===== config.mk =====
export PLATFORM = sky130hd
export DESIGN_NAME = byte_seq_source_flat
export DESIGN_NICKNAME = d
export VERILOG_FILES = /design/src/rtl/byte_seq_source_if.sv /design/src/rtl/byte_seq_source.sv /design/src/flat_wrapper.sv
export SDC_FILE = /design/constraint.sdc
export NUM_CORES = 1
export LEC_CHECK = 0
export BUFFER_PORTS_ARGS = -buffer_cell sky130_fd_sc_hd__buf_4
export CAP_MARGIN = 5
export CORE_MARGIN = 8
export CORE_UTILIZATION = 58
export DETAILED_ROUTE_END_ITERATION = 6
export PLACE_DENSITY = 0.84
export SLEW_MARGIN = 30
export SYNTH_ARGS = -nofsm -noshare
export SYNTH_HDL_FRONTEND = slang
export SYNTH_SLANG_ARGS = --single-unit

===== constraint.sdc =====
create_clock -name clk -period 5.1 [get_ports clk]
set_input_delay 1.275 -clock clk [delete_from_list [all_inputs] [get_ports clk]]
set_output_delay 1.275 -clock clk [all_outputs]
set_load 0.01 [all_outputs]

===== src/rtl/byte_seq_source_if.sv =====
// Valid/ready byte stream from the sequence source to its consumer, with beat index and wrap marker.
interface byte_seq_source_if #(
  parameter int WIDTH = 8
);
  logic [WIDTH-1:0] out_data;
  logic             out_valid;
  logic             ready;
  logic [3:0]       idx;
  logic             wrap;

  modport master (output out_data, out_valid, idx, wrap, input ready);
  modport slave  (input out_data, out_valid, idx, wrap, output ready);
endinterface


===== src/rtl/byte_seq_source.sv =====
// Arithmetic byte source STEP..COUNT*STEP over valid/ready; first beat 1 cycle after start,
// all outputs registered, beat held stable while ready is low, one beat per cycle when ready stays high.
module byte_seq_source #(
  parameter int WIDTH = 8,
  parameter int STEP  = 11,
  parameter int COUNT = 9
) (
  input  logic                clk,
  input  logic                rst,
  input  logic                start,
  input  logic                stop,
  input  logic                mode,
  output logic                busy,
  output logic [7:0]          total,
  byte_seq_source_if.master   bus
);

  typedef enum logic [1:0] {IDLE, RUN, DRAIN} state_t;

  localparam logic [WIDTH-1:0] STEP_V = WIDTH'(STEP);
  localparam logic [3:0]       LAST   = 4'(COUNT - 1);

  state_t           state, state_n;
  logic [WIDTH-1:0] data_q, data_n;
  logic [3:0]       idx_q, idx_n;
  logic             valid_q, valid_n;
  logic             wrap_q, wrap_n;
  logic [7:0]       total_q, total_n;
  logic             mode_q, mode_n;
  logic             accept;
  logic             last;
  logic [7:0]       total_inc;

  assign accept    = valid_q & bus.ready;
  assign last      = (idx_q == LAST);
  assign total_inc = (total_q == 8'hFF) ? total_q : total_q + 8'd1;

  always_ff @(posedge clk or negedge rst) begin
    if (!rst) begin
      state   <= IDLE;
      data_q  <= '0;
      idx_q   <= '0;
      valid_q <= 1'b0;
      wrap_q  <= 1'b0;
      total_q <= '0;
      mode_q  <= 1'b0;
    end else begin
      state   <= state_n;
      data_q  <= data_n;
      idx_q   <= idx_n;
      valid_q <= valid_n;
      wrap_q  <= wrap_n;
      total_q <= total_n;
      mode_q  <= mode_n;
    end
  end

  always_comb begin
    state_n = state;
    data_n  = data_q;
    idx_n   = idx_q;
    valid_n = valid_q;
    wrap_n  = 1'b0;
    total_n = total_q;
    mode_n  = mode_q;
    case (state)
      IDLE: begin
        if (start) begin
          state_n = RUN;
          data_n  = STEP_V;
          idx_n   = '0;
          valid_n = 1'b1;
          mode_n  = mode;
        end
      end
      RUN: begin
        if (accept) begin
          total_n = total_inc;
          wrap_n  = last;
          // A stop that coincides with an accept ends the pass right here, beat values frozen.
          if (stop) begin
            valid_n = 1'b0;
            state_n = IDLE;
          end else if (last) begin
            if (mode_q) begin
              valid_n = 1'b0;
              state_n = IDLE;
            end else begin
              idx_n  = '0;
              data_n = STEP_V;
            end
          end else begin
            idx_n  = idx_q + 4'd1;
            data_n = data_q + STEP_V;
          end
        end else if (stop) begin
          state_n = DRAIN;
        end
      end
      DRAIN: begin
        if (accept) begin
          total_n = total_inc;
          wrap_n  = last;
          valid_n = 1'b0;
          state_n = IDLE;
        end
      end
      default: state_n = IDLE;
    endcase
  end

  assign bus.out_data  = data_q;
  assign bus.out_valid = valid_q;
  assign bus.idx       = idx_q;
  assign bus.wrap      = wrap_q;
  assign busy          = (state != IDLE);
  assign total         = total_q;

endmodule

===== src/flat_wrapper.sv =====
// flat-port wrapper written by rule: the top's interface ports become plain ports
module byte_seq_source_flat 
#(
  parameter int WIDTH = 8,
  parameter int STEP  = 11,
  parameter int COUNT = 9
)
  (clk, rst, start, stop, mode, busy, total, bus_out_data, bus_out_valid, bus_idx, bus_wrap, bus_ready);
  byte_seq_source_if #(.WIDTH(WIDTH)) bus_i ();
  input  logic clk;
  input  logic rst;
  input  logic start;
  input  logic stop;
  input  logic mode;
  output logic busy;
  output logic [7:0] total;
  output wire logic [$bits(bus_i.out_data)-1:0] bus_out_data;
  output wire logic [$bits(bus_i.out_valid)-1:0] bus_out_valid;
  output wire logic [$bits(bus_i.idx)-1:0] bus_idx;
  output wire logic [$bits(bus_i.wrap)-1:0] bus_wrap;
  input wire logic [$bits(bus_i.ready)-1:0] bus_ready;
  assign bus_out_data = bus_i.out_data;
  assign bus_out_valid = bus_i.out_valid;
  assign bus_idx = bus_i.idx;
  assign bus_wrap = bus_i.wrap;
  assign bus_i.ready = bus_ready;
  byte_seq_source #(.WIDTH(WIDTH), .STEP(STEP), .COUNT(COUNT)) u_core (.clk(clk), .rst(rst), .start(start), .stop(stop), .mode(mode), .busy(busy), .total(total), .bus(bus_i));
endmodule

==> results.txt <==
crit end category - output port
via count - 1120
Avg Cell Area, Syn - 10.30 um^2
H-tree Lvls - 1
final cell count without fillers - 195
final slew viol count - 0
leading area contributor after synthesis - dfrtp_1
post-route DRC violation count - 0
reg-to-reg endpoint - u_core.bus.out_data[6]
Root Buffer - clkbuf_4
critical-path cell list - inv_1, ha_1, inv_1, buf_4
Avg WL per Cell - 15.51 um
Post-Place Cell Area - 0.001625 mm^2
Ant. Diodes - 0
Mapped Cells - 136
post-synthesis register bit count - 25
initial DRC count - 42
number of port buffers - 28
fmax - 0.3760 GHz
status - complete, no violations
crit-path leading delay family - flip-flops
Layout Skew - 0.007323 ns
Yosys Warn Count - 0
cell area after synthesis - 0.001401 mm^2
Slowest-stage cell, CP - dfrtp_1
CP Data Required Time - 3.83 ns
All-Layer GR Usage - 0.1511
Synth top area share - 0.4464
I/O Pins - 29
maxcap violations - 0
chip height - 65.16 um
setup violators final - 0
CP endpoint - busy
cell with the most instances after synthesis - dfrtp_1
Worst Max-Slew Pin Slew - 0.4373 ns
CTS max path bufs - 2
Synth Flop Type - dfrtp_1
total clock sinks - 25
DRT antenna net count - 0
vias in the first global route - 1142
CTS tree - done
leak pwr - 0.7896 nW
later-pin clock latency in the skew report - 0.32 ns
R2R setup slack - 3.19 ns
CP Max Fanout - 5
HPWL Detailed - 2336 um
crit path DAT - 1.38 ns
Critical Path Start - u_core.state[1]
syn_nets - 150
CP Launch Type - flop
largest net degree at the start of global routing - 26
Total Routed Length - 3025 um
slowest stage delay, CP - 0.43 ns
part of the cycle the worst path needs - 0.5215
Tmin final - 2.660 ns
maximum vdd ir drop - 0.4005 mV
# placed instances - 191
post-DR vias/cell - 5.744
CP bufs+invs - 3
worst setup path category - reg -> out
Worst Hold Launch - u_core.total[6]
layout overhead on the synthesized area - 17.95%
r2r startpoint - u_core.state[1]
filler instances - 198
hold-fix buffer count after cts - 0
first-pass GRT wire length - 5216 um
ratio of cells with drive above 1 in the final layout - 0.2485
top post-synthesis cells by area - dfrtp_1, ha_1, xnor2_1, nand2_1, inv_1
setup TNS - 0 ns
Post-synth EDFFs - 0
initial antenna violation count - 0
Initial Util - 0.5870
max_slew headroom - 0.7076
Inserted Clock Buffers - 3
RSZ-0062 raised after global routing - false
Clock transition at path regs - 0.14 ns
# nets final - 180
Post CTS Setup Buffer Count - 0
Power Total - 0.8388 mW
TritonRoute pass-1 iters - 4
Util after Layout - 0.6923
Commonest cells post-synth - dfrtp_1, nand2_1, inv_1
post-synthesis sequential area ratio - 0.4464
PwrDens - 507.5 mW/mm^2
final hold violation count - 0
crit-path most repeated cell - inv_1
async set-reset flop share out of synthesis - 1.000
CP Depth - 4
die area - 0.004245 mm^2
Hold Path Class - reg -> reg
CORE AREA - 0.002387 mm^2
synth unique cells - 43
global route overflow - 0
Die Wd - 65.16 um
Row Count - 18
R2R depth - 6
post-route cell area - 0.001653 mm^2
post-cts sizing count - 0
Final Wtd Congestion - 0.8320
==> flip-flops by register name, indices dropped and copies added, names as in the netlist <==
name and count:
u_core.bus.idx 4, u_core.mode_q 1, u_core.bus.out_data 8, u_core.bus.out_valid 1, u_core.bus.wrap 1, u_core.state 2
u_core.total 8
==> layer usage <==
layer	track usage	part of all wire	wire length, um
met2	0.2596	0.52	1559
met5	0	0	0
met3	0.03571	0.048	144
met1	0.1799	0.43	1292
met4	0.05450	0.0096	29
==> worst register-to-register path, delay by kind of cell (launching register included) <==
| family | cells | cell delay (ns) |
|---|---|---|
| mux | 1 | 0.27 |
| buf+inv | 1 | 0.12 |
| compound gates | 2 | 0.49 |
| fa+ha+maj | 1 | 0.40 |
| flops | 1 | 0.43 |
| simple gates | 1 | 0.15 |
==> cells in the final DEF, fill, tap and decap left out, types with 2 or more instances in the layout <==
cell       count
a21boi_0       4
a21o_1         2
a21oi_1        7
a2bb2oi_1      2
a31oi_1        5
and2_1         2
and3_1         4
buf_4         28
clkbuf_4       3
dfrtp_1       25
ha_1           8
inv_1         11
mux2_2         2
mux2i_1        2
nand2_1       13
nand3_1        2
nand4_1        3
nor2_1         4
nor3_1         2
o21ai_0        6
o21ai_1        2
o22ai_1        2
xnor2_1        6
==> cells by family after synthesis <==
family                   count (synthesis)  synth area share
AO/OA/AOI/OAI                           39            0.1893
AND/OR/NAND/NOR                         38            0.1616
XOR/XNOR                                 7           0.04375
buffers and inverters                   14           0.04643
flip-flops                              25            0.4464
multiplexers                             5           0.04107
adder cells (fa/ha/maj)                  8           0.07143
==> worst min path at each step <==
| stage | endpoint | depth (start not counted) |
|---|---|---|
| after floorplan | u_core.mode_q | 1 |
| after global placement | u_core.total[2] | 1 |
| after detailed placement | u_core.total[6] | 1 |
| after CTS | u_core.total[6] | 1 |
| after global routing | u_core.total[6] | 1 |
| final | u_core.total[6] | 1 |
==> power by group <==
part           internal (mW)  total [mW]  switching (mW)
Combinational          0.196       0.426           0.230
Clock                 0.0293      0.0877          0.0584
Sequential             0.257       0.326          0.0684
Total                  0.482       0.839           0.357
==> per-stage QoR <==
stage	hold WS (ns)	setup slack, ns
5_1_grt	0.5446	2.325
3_3_place_gp	0.4940	2.663
6_report	0.5178	2.440
4_1_cts	0.5199	2.423
2_1_floorplan	0.4954	2.857
3_5_place_dp	0.4933	2.636
==> area by class of cell <==
| cell class | instances | area, um^2 | share of cell area |
|---|---|---|---|
| clock buffers | 3 | 22.52 | 0.01363 |
| clock inverters | 1 | 5.005 | 0.003028 |
| inverters | 11 | 41.29 | 0.02498 |
| multi-input cells | 97 | 710.7 | 0.4300 |
| flip-flops and latches | 25 | 625.6 | 0.3785 |
| well taps | 30 | 37.54 | 0.02271 |
| repair buffers | 28 | 210.2 | 0.1272 |
Note: power is estimated with default switching activity, not from simulation.
